`src/rtl/ctrl_pkg.sv`:
```
// ----------------------------------------------------------------------------
// ctrl_pkg -- shared constants and types for the control unit.
//   * 6-bit opcode constants for every decoded instruction
//   * load-size and ALU-operation encodings
//   * ctrl_word_t : packed control word produced by control_decode and
//                   registered by control_unit
// Optional feature macro: CONTROL_UNIT_ILLEGAL_OP_EN adds the illegal_op bit
// to the control word.
// ----------------------------------------------------------------------------
package ctrl_pkg;

  // Opcode field [31:26]
  localparam logic [5:0] OP_RTYPE = 6'b000000;
  localparam logic [5:0] OP_J     = 6'b000010;
  localparam logic [5:0] OP_JAL   = 6'b000011;
  localparam logic [5:0] OP_BEQ   = 6'b000100;
  localparam logic [5:0] OP_JR    = 6'b001000;
  localparam logic [5:0] OP_LUI   = 6'b001111;
  localparam logic [5:0] OP_LB    = 6'b100000;
  localparam logic [5:0] OP_LH    = 6'b100001;
  localparam logic [5:0] OP_LW    = 6'b100011;
  localparam logic [5:0] OP_LBU   = 6'b100100;
  localparam logic [5:0] OP_LHU   = 6'b100101;
  localparam logic [5:0] OP_SB    = 6'b101000;
  localparam logic [5:0] OP_SH    = 6'b101001;
  localparam logic [5:0] OP_SW    = 6'b101011;

  // Memory access size (11 is reserved)
  typedef enum logic [1:0] {
    LOAD_WORD = 2'b00,
    LOAD_BYTE = 2'b01,
    LOAD_HALF = 2'b10
  } load_size_e;

  // ALU operation class
  typedef enum logic [1:0] {
    ALU_ADD   = 2'b00,
    ALU_SUB   = 2'b01,
    ALU_FUNCT = 2'b10
  } alu_op_e;

  typedef struct packed {
`ifdef CONTROL_UNIT_ILLEGAL_OP_EN
    logic       illegal_op;
`endif
    logic       mem_to_reg;
    logic       reg_write;
    logic       mem_read;
    logic       mem_write;
    logic       extended;
    logic       lui_control;
    load_size_e load;
    alu_op_e    alu_op;
    logic       alu_src;
    logic       reg_dest;
    logic       branch;
    logic       j;
    logic       jal;
    logic       jr;
  } ctrl_word_t;

  // All-zero word: the NOP decode and the reset value
  localparam ctrl_word_t CTRL_NOP = '0;

endpackage : ctrl_pkg

```
`src/rtl/control_unit_if.sv`:
```
// ----------------------------------------------------------------------------
// control_unit_if -- opcode in, decoded control signals out.
//   master modport : instruction source (drives opcode, observes controls)
//   slave  modport : control_unit (samples opcode, drives controls)
// Optional feature macro: CONTROL_UNIT_ILLEGAL_OP_EN adds illegal_op.
// ----------------------------------------------------------------------------
interface control_unit_if;

  logic [5:0] opcode;
  logic       MemtoReg;
  logic       RegWrite;
  logic       MemRead;
  logic       MemWrite;
  logic       extended;
  logic       luiControl;
  logic [1:0] load;
  logic [1:0] AluOp;
  logic       AluSrc;
  logic       regDest;
  logic       branch;
  logic       j;
  logic       jal;
  logic       jr;
`ifdef CONTROL_UNIT_ILLEGAL_OP_EN
  logic       illegal_op;
`endif

  modport master (
`ifdef CONTROL_UNIT_ILLEGAL_OP_EN
    input  illegal_op,
`endif
    output opcode,
    input  MemtoReg, RegWrite, MemRead, MemWrite, extended, luiControl,
    input  load, AluOp, AluSrc, regDest, branch, j, jal, jr
  );

  modport slave (
`ifdef CONTROL_UNIT_ILLEGAL_OP_EN
    output illegal_op,
`endif
    input  opcode,
    output MemtoReg, RegWrite, MemRead, MemWrite, extended, luiControl,
    output load, AluOp, AluSrc, regDest, branch, j, jal, jr
  );

endinterface : control_unit_if

```
`src/rtl/control_decode.sv`:
```
// ----------------------------------------------------------------------------
// control_decode -- purely combinational opcode -> control word decoder.
//   opcode_i [5:0]  instruction opcode field
//   ctrl_o          decoded control word (ctrl_pkg::ctrl_word_t)
// Unlisted opcodes decode to the all-zero NOP word. With
// CONTROL_UNIT_ILLEGAL_OP_EN defined, they also raise illegal_op.
// ----------------------------------------------------------------------------
module control_decode
  import ctrl_pkg::*;
(
  input  logic [5:0] opcode_i,
  output ctrl_word_t ctrl_o
);

  // Opcode decode; every path starts from the NOP word so each case only
  // lists the flags it raises.
  always_comb begin
    ctrl_o = CTRL_NOP;
    case (opcode_i)
      OP_LB, OP_LH, OP_LBU, OP_LHU, OP_LW: begin
        ctrl_o.reg_write  = 1'b1;
        ctrl_o.mem_to_reg = 1'b1;
        ctrl_o.mem_read   = 1'b1;
        ctrl_o.alu_src    = 1'b1;
        ctrl_o.alu_op     = ALU_ADD;
        // Sub-word sizes; only lb/lh sign-extend
        if ((opcode_i == OP_LB) || (opcode_i == OP_LBU)) begin
          ctrl_o.load = LOAD_BYTE;
        end else if ((opcode_i == OP_LH) || (opcode_i == OP_LHU)) begin
          ctrl_o.load = LOAD_HALF;
        end else begin
          ctrl_o.load = LOAD_WORD;
        end
        ctrl_o.extended = (opcode_i == OP_LB) || (opcode_i == OP_LH);
      end
      OP_SB, OP_SH, OP_SW: begin
        ctrl_o.mem_write = 1'b1;
        ctrl_o.alu_src   = 1'b1;
        ctrl_o.alu_op    = ALU_ADD;
        if (opcode_i == OP_SB) begin
          ctrl_o.load = LOAD_BYTE;
        end else if (opcode_i == OP_SH) begin
          ctrl_o.load = LOAD_HALF;
        end else begin
          ctrl_o.load = LOAD_WORD;
        end
      end
      OP_LUI: begin
        ctrl_o.reg_write   = 1'b1;
        ctrl_o.lui_control = 1'b1;
        ctrl_o.alu_src     = 1'b1;
        ctrl_o.alu_op      = ALU_ADD;
      end
      OP_RTYPE: begin
        ctrl_o.reg_write = 1'b1;
        ctrl_o.reg_dest  = 1'b1;
        ctrl_o.alu_op    = ALU_FUNCT;
      end
      OP_J: begin
        ctrl_o.j = 1'b1;
      end
      OP_JAL: begin
        // Link write to r31 is handled by the datapath
        ctrl_o.jal       = 1'b1;
        ctrl_o.reg_write = 1'b1;
      end
      OP_JR: begin
        ctrl_o.jr = 1'b1;
      end
      OP_BEQ: begin
        ctrl_o.branch = 1'b1;
        ctrl_o.alu_op = ALU_SUB;
      end
      default: begin
        ctrl_o = CTRL_NOP;
`ifdef CONTROL_UNIT_ILLEGAL_OP_EN
        ctrl_o.illegal_op = 1'b1;
`endif
      end
    endcase
  end

endmodule : control_decode

```
`src/rtl/control_unit.sv`:
```
// ----------------------------------------------------------------------------
// control_unit -- registered instruction decoder.
//   clk    rising-edge clock
//   rst_n  asynchronous active-low reset; clears all outputs immediately
//   bus    control_unit_if.slave: opcode in; MemtoReg, RegWrite, MemRead,
//          MemWrite, extended, luiControl, load, AluOp, AluSrc, regDest,
//          branch, j, jal, jr out (plus illegal_op when
//          CONTROL_UNIT_ILLEGAL_OP_EN is defined)
// The opcode is decoded combinationally and captured in one register
// stage, so every output changes together one cycle after the opcode.
// ----------------------------------------------------------------------------
module control_unit
  import ctrl_pkg::*;
(
  input  logic           clk,
  input  logic           rst_n,
  control_unit_if.slave  bus
);

  ctrl_word_t ctrl_d;
  ctrl_word_t ctrl_q;

  control_decode u_decode (
    .opcode_i (bus.opcode),
    .ctrl_o   (ctrl_d)
  );

  // Single output register stage; reset drops any pending decode
  always_ff @(posedge clk or negedge rst_n) begin
    if (!rst_n) begin
      ctrl_q <= CTRL_NOP;
    end else begin
      ctrl_q <= ctrl_d;
    end
  end

  assign bus.MemtoReg   = ctrl_q.mem_to_reg;
  assign bus.RegWrite   = ctrl_q.reg_write;
  assign bus.MemRead    = ctrl_q.mem_read;
  assign bus.MemWrite   = ctrl_q.mem_write;
  assign bus.extended   = ctrl_q.extended;
  assign bus.luiControl = ctrl_q.lui_control;
  assign bus.load       = ctrl_q.load;
  assign bus.AluOp      = ctrl_q.alu_op;
  assign bus.AluSrc     = ctrl_q.alu_src;
  assign bus.regDest    = ctrl_q.reg_dest;
  assign bus.branch     = ctrl_q.branch;
  assign bus.j          = ctrl_q.j;
  assign bus.jal        = ctrl_q.jal;
  assign bus.jr         = ctrl_q.jr;
`ifdef CONTROL_UNIT_ILLEGAL_OP_EN
  assign bus.illegal_op = ctrl_q.illegal_op;
`endif

endmodule : control_unit

```
`src/flat_wrapper.sv`:
```
// flat-port wrapper written by rule: the top's interface ports become plain ports
module control_unit_flat import ctrl_pkg::*;
  (clk, rst_n, bus_opcode, bus_MemtoReg, bus_RegWrite, bus_MemRead, bus_MemWrite, bus_extended, bus_luiControl, bus_load, bus_AluOp, bus_AluSrc, bus_regDest, bus_branch, bus_j, bus_jal, bus_jr);
  control_unit_if bus_i ();
  input  logic clk;
  input  logic rst_n;
  input wire logic [$bits(bus_i.opcode)-1:0] bus_opcode;
  output wire logic [$bits(bus_i.MemtoReg)-1:0] bus_MemtoReg;
  output wire logic [$bits(bus_i.RegWrite)-1:0] bus_RegWrite;
  output wire logic [$bits(bus_i.MemRead)-1:0] bus_MemRead;
  output wire logic [$bits(bus_i.MemWrite)-1:0] bus_MemWrite;
  output wire logic [$bits(bus_i.extended)-1:0] bus_extended;
  output wire logic [$bits(bus_i.luiControl)-1:0] bus_luiControl;
  output wire logic [$bits(bus_i.load)-1:0] bus_load;
  output wire logic [$bits(bus_i.AluOp)-1:0] bus_AluOp;
  output wire logic [$bits(bus_i.AluSrc)-1:0] bus_AluSrc;
  output wire logic [$bits(bus_i.regDest)-1:0] bus_regDest;
  output wire logic [$bits(bus_i.branch)-1:0] bus_branch;
  output wire logic [$bits(bus_i.j)-1:0] bus_j;
  output wire logic [$bits(bus_i.jal)-1:0] bus_jal;
  output wire logic [$bits(bus_i.jr)-1:0] bus_jr;
  assign bus_i.opcode = bus_opcode;
  assign bus_MemtoReg = bus_i.MemtoReg;
  assign bus_RegWrite = bus_i.RegWrite;
  assign bus_MemRead = bus_i.MemRead;
  assign bus_MemWrite = bus_i.MemWrite;
  assign bus_extended = bus_i.extended;
  assign bus_luiControl = bus_i.luiControl;
  assign bus_load = bus_i.load;
  assign bus_AluOp = bus_i.AluOp;
  assign bus_AluSrc = bus_i.AluSrc;
  assign bus_regDest = bus_i.regDest;
  assign bus_branch = bus_i.branch;
  assign bus_j = bus_i.j;
  assign bus_jal = bus_i.jal;
  assign bus_jr = bus_i.jr;
  control_unit u_core (.clk(clk), .rst_n(rst_n), .bus(bus_i));
endmodule
```
`config.mk`:
```
export PLATFORM = sky130hd
export DESIGN_NAME = control_unit_flat
export DESIGN_NICKNAME = d
export VERILOG_FILES = /design/src/rtl/ctrl_pkg.sv /design/src/rtl/control_unit_if.sv /design/src/rtl/control_decode.sv /design/src/rtl/control_unit.sv /design/src/flat_wrapper.sv
export SDC_FILE = /design/constraint.sdc
export NUM_CORES = 1
export LEC_CHECK = 0
export ABC_AREA = 0
export BUFFER_PORTS_ARGS = -buffer_cell sky130_fd_sc_hd__buf_2
export CORE_AREA = 3 3 40 42
export CTS_BUF_LIST = sky130_fd_sc_hd__clkbuf_8
export CTS_CLUSTER_SIZE = 28
export DETAILED_ROUTE_END_ITERATION = 16
export DIE_AREA = 0 0 43 45
export HOLD_SLACK_MARGIN = 0.12
export PLACE_DENSITY = 0.78
export SLEW_MARGIN = 30
export SYNTH_ARGS = -nofsm -noshare
export SYNTH_HDL_FRONTEND = slang
export SYNTH_HIERARCHICAL = 1
export SYNTH_SLANG_ARGS = --single-unit
```
`constraint.sdc`:
```
create_clock -name clk -period 0.8 [get_ports clk]
set_input_delay 0.04 -clock clk [delete_from_list [all_inputs] [get_ports clk]]
set_output_delay 0.04 -clock clk [all_outputs]
set_load 0.02 [all_outputs]
```
==> Word-level counts from Yosys, hierarchy flattened <==
Cells that the tools add are included.
{ "totals": {"input_bits": 8, "wordCells": 51, "reg_bits": 15} }
{ "classes": {"n_reduce_logical": 8, "n_mux": 17, "n_eq_ne": 13} }
{ "ops": {"columns": ["op", "count"], "rows": [
  ["6-bit equality test, second input constant", 8],
  ["6-bit by 2-bit equality test with 1-bit output, second input constant", 2],
  ["6-bit by 4-bit equality test with 1-bit output, second input constant", 2],
  ["1-bit 2-to-1 mux", 11],
  ["9-bit OR reduction", 1],
  ["2-bit 2-to-1 mux", 4],
  ["2-bit one-hot mux with 2 select lines", 2],
  ["8-bit OR reduction", 1],
  ["6-bit by 3-bit equality test with 1-bit output, second input constant", 1],
  ["6-bit zero test", 1],
  ["5-bit OR reduction", 1],
  ["1-bit logical OR", 3],
  ["3-bit OR reduction", 1]
]} }

==> Logic depth before layout (Yosys ltp) <==
{ "depth": {"ltp_word": 5, "mapped_depth": 5, "ltp_nobuf": 3} }

==> Hierarchy <==
Netlist, hierarchy kept.
{ "by_module_without_submodules": {"columns": ["module", "cells_each", "area_each_um2", "n_inst", "seq_area_each_um2"], "rows": [
  ["control_unit", 16, 400.4, 1, 400.4],
  ["control_decode", 38, 211.5, 1, 0.0]
]} }

==> Worst setup path after synthesis <==
OpenSTA, ideal clock, no wires.
{ "synth_path": {"path_kind": "input -> register", "start": "input port bus_opcode[3]", "end": "register u_core.ctrl_q (netlist bit u_core/bus.AluSrc)", "setup_time_ns": 0.077, "cell_stages": 4, "n_path_buf": 1, "slack_ns": -0.018, "arrival_ns": 0.741, "required_time_ns": 0.723, "path_cell_list": "clkbuf_2 -> nand2_1 -> or3_1 -> a21oi_1"} }
{ "synth_rtl": {"columns": ["element", "line", "rtl"], "rows": [
  ["start: declaration", "flat_wrapper.sv:7", "input wire logic [$bits(bus_i.opcode)-1:0] bus_opcode;"],
  ["end signal: assignment", "control_unit.sv:33", "ctrl_q <= ctrl_d;"],
  ["end: declaration", "control_unit.sv:21", "ctrl_word_t ctrl_q;"]
]} }

==> Worst setup path in the final report <==
{ "layout_path": {"start": "register u_core.ctrl_q (netlist bit u_core/bus.luiControl)", "end": "output port bus_luiControl"} }
{ "layout_rtl": {"columns": ["element", "line", "rtl"], "rows": [
  ["end: declaration", "flat_wrapper.sv:13", "output wire logic [$bits(bus_i.luiControl)-1:0] bus_luiControl;"]
]} }
No word-level cell between the ends.

==> run_results.csv <==
group,metric,value,unit
run_status,status,"finished, violations left",
run_status,violations,"negative setup slack",
sta,setup_viol,1,
placement,dpl_cell_area,788,µm²
setup_path,cp_top_family,"flip-flops",
die,die-area,1940,µm²
synthesis,synth.net_count,62,
global_routing,antenna_found_initial,0,
die,ios,24,
die,rows,13,
synthesis,syn_avg_cell_area,11.3,µm²
global_routing,gr-usage-met3,4.78,%
cts,cts_tree,"done",
detailed_routing,via_per_inst,5.05,
setup_path,cp_max_fo,1,
placement,gp_congestion,0.820,
hold_path,hold_start,"bus_opcode[5]",
setup_path,required,0.76,ns
setup_path,endpoint_kind,"output pin",
synthesis,ys_top_cells_by_area,"dfrtp_1 (65%), nor3_1 (4.1%), buf_4 (3.7%), nor2_1 (3.7%), nor2b_1 (3.1%)",
sta,min_period,0.804,ns
cts,cts_hold_buf,1,
setup_path,critPathBufInv,1,
synthesis,seq_area_frac_synth,65.4,%
layout,fillers,94,
placement,port_buffers,23,
detailed_routing,first_pass_iters,4,
sta,post-route-period-util,101,%
die,initial_utilization,47.6,%
layout,syn_to_final_growth,51.5,%
setup_path,path_class,"flop to output pin",
cts,h-tree-depth,1,
layout,layout.nets,96,
hold_path,min_path_cells,2,
power,power_leakage,0.472,nW
power,vdd_drop_max,0.00120,V
sta,whs,0.0544,ns
detailed_routing,drt_iter0_drc,9,
sta,fmaxAchievable,1240,MHz
setup_path,cp_slowest_cell,"dfrtp_1",
global_routing,gr-total-overflow,0,
detailed_routing,drc,0,
die,die-height,45,µm
sta,post-route-worst-setup-slack,-0.00411,ns
global_routing,grtUsageMet1,16.4,%
synthesis,synth_cell_type_count,18,
cts,path_clk_slew,0.05,ns
sta,worst_slew_pin_slew,0.346,ns
setup_path,path_cells,"buf_6",
setup_path,crit_path_max_incr_delay,0.39,ns
die,die_x,43,µm
sta,rsz0062_at_grt,"true",
cts,clockBufferDepth,2,
layout,stdcell_area,927,µm²
global_routing,met2_usage,31.7,%
global_routing,grt_pass1_vias,492,
hold_path,hold_path.class,"primary input to flop",
detailed_routing,wl,1490,µm
cts,root_buffer,"clkbuf_8",
placement,dpl.hpwl,958,µm
global_routing,track_usage,17.8,%
die,core,1280,µm²
setup_path,start_kind,"flop",
layout,drive_above_1_share,43.0,%
power,p_total,1.62,mW
cts,cts_sinks,16,
placement,place_ws,-0.0362,ns
global_routing,busiest_layer,"met2",
synthesis,netlist_instances,54,
synthesis,ys_warn_count,6,
synthesis,syn_area,612,µm²
sta,hold_violations,0,
sta,relSlewSlack,76.9,%
hold_path,whs_endpoint,"u_core/bus.luiControl",
sta,slew_viol_final,0,
global_routing,grt_max_degree,17,
global_routing,grt_pass1_wl,2250,µm
cts,cts_made_buffers,3,
detailed_routing,avgRoutedWirePerCell,14.8,µm
synthesis,synth.largest_area_cell,"dfrtp_1",
job,maxCapViolCount,0,
layout,diodes,0,
power,pwr_density_cell,1750,nW/µm²
detailed_routing,ant_nets,0,
detailed_routing,vias,510,
setup_path,arrival,0.76,ns
synthesis,synth_top_area_share,65.4,%
synthesis,ys_seq_elements,16,
cells by family after synthesis:
kind of cell,after synthesis,share of synthesized area (%)
simple gates,27,23.1
flops,16,65.4
compound gates,6,6.14
buf+inv,5,5.32
cell usage in the layout (no fill, tap or decap):
master | Yosys | final
clkbuf_8 | 0 | 3
o21ba_2 | 1 | 1
nand2b_1 | 2 | 2
buf_2 | 1 | 9
dlygate4sd3_1 | 0 | 1
nor3b_1 | 2 | 2
nor2_1 | 6 | 6
o31ai_1 | 1 | 1
a21oi_1 | 2 | 2
buf_4 | 3 | 10
nor4_1 | 2 | 2
buf_6 | 0 | 14
nor3_1 | 5 | 5
nor2b_1 | 3 | 3
or3_1 | 1 | 1
and3_1 | 1 | 1
or2b_1 | 1 | 1
nand2_1 | 4 | 4
o21ai_0 | 2 | 2
dfrtp_1 | 16 | 16
stage by stage:
step                instances  util, %  TNS (ns)
finish                    101     72.2  -0.00411
global route              101     72.2    -0.104
CTS                       101     67.3  -0.00613
detailed placement         97     61.3    -0.179
global placement           97     61.3   -0.0310
floorplan                  54        -         0
per-layer routing:
metal | wire [µm] | vias up
li1 | - | 243
met2 | 799 | 25
met4 | 37 | 0
met3 | 101 | 2
met1 | 552 | 240
met5 | 0 | -
Yosys cell counts:
library cell	n
or3_1	1
nor3b_1	2
nand2_1	4
buf_2	1
clkbuf_2	1
buf_4	3
nor2_1	6
dfrtp_1	16
o21ai_0	2
or2b_1	1
nand2b_1	2
a21oi_1	2
nor4_1	2
nor3_1	5
and3_1	1
o21ba_2	1
nor2b_1	3
o31ai_1	1
worst max path at each step:
| stage | start | end | cells past startpoint |
|---|---|---|---|
| after floorplan | bus_opcode[1] | u_core/bus.AluSrc | 4 |
| after global placement | bus_opcode[4] | u_core/bus.load[1] | 4 |
| after detailed placement | bus_opcode[4] | u_core/bus.load[1] | 4 |
| after CTS | u_core/bus.MemtoReg | bus_MemtoReg | 1 |
| after global routing | u_core/bus.luiControl | bus_luiControl | 1 |
| final | u_core/bus.luiControl | bus_luiControl | 1 |
area by class of cell:
cell class	instances	area [µm²]	share of cell area (%)
Tap cell	15	18.8	2.02
Multi-Input combinational cell	33	179	19.3
Sequential cell	16	400	43.2
Clock buffer	3	41.3	4.45
Timing Repair Buffer	34	288	31.0
timing repair:
| action | CTS | global route |
|---|---|---|
| buffers inserted | 0 | 0 |
| setup endpoints to repair | 4 | 15 |
| gates resized for setup | 8 | 20 |
| pin swaps | 0 | 0 |
| endpoints found under the hold margin | 18 | 2 |
power breakdown:
group / switching, mW / internal [mW]
combinational: 0.116 / 0.101
sequential: 0.00768 / 0.826
clock: 0.238 / 0.333
(Power assumes the default switching activity.)
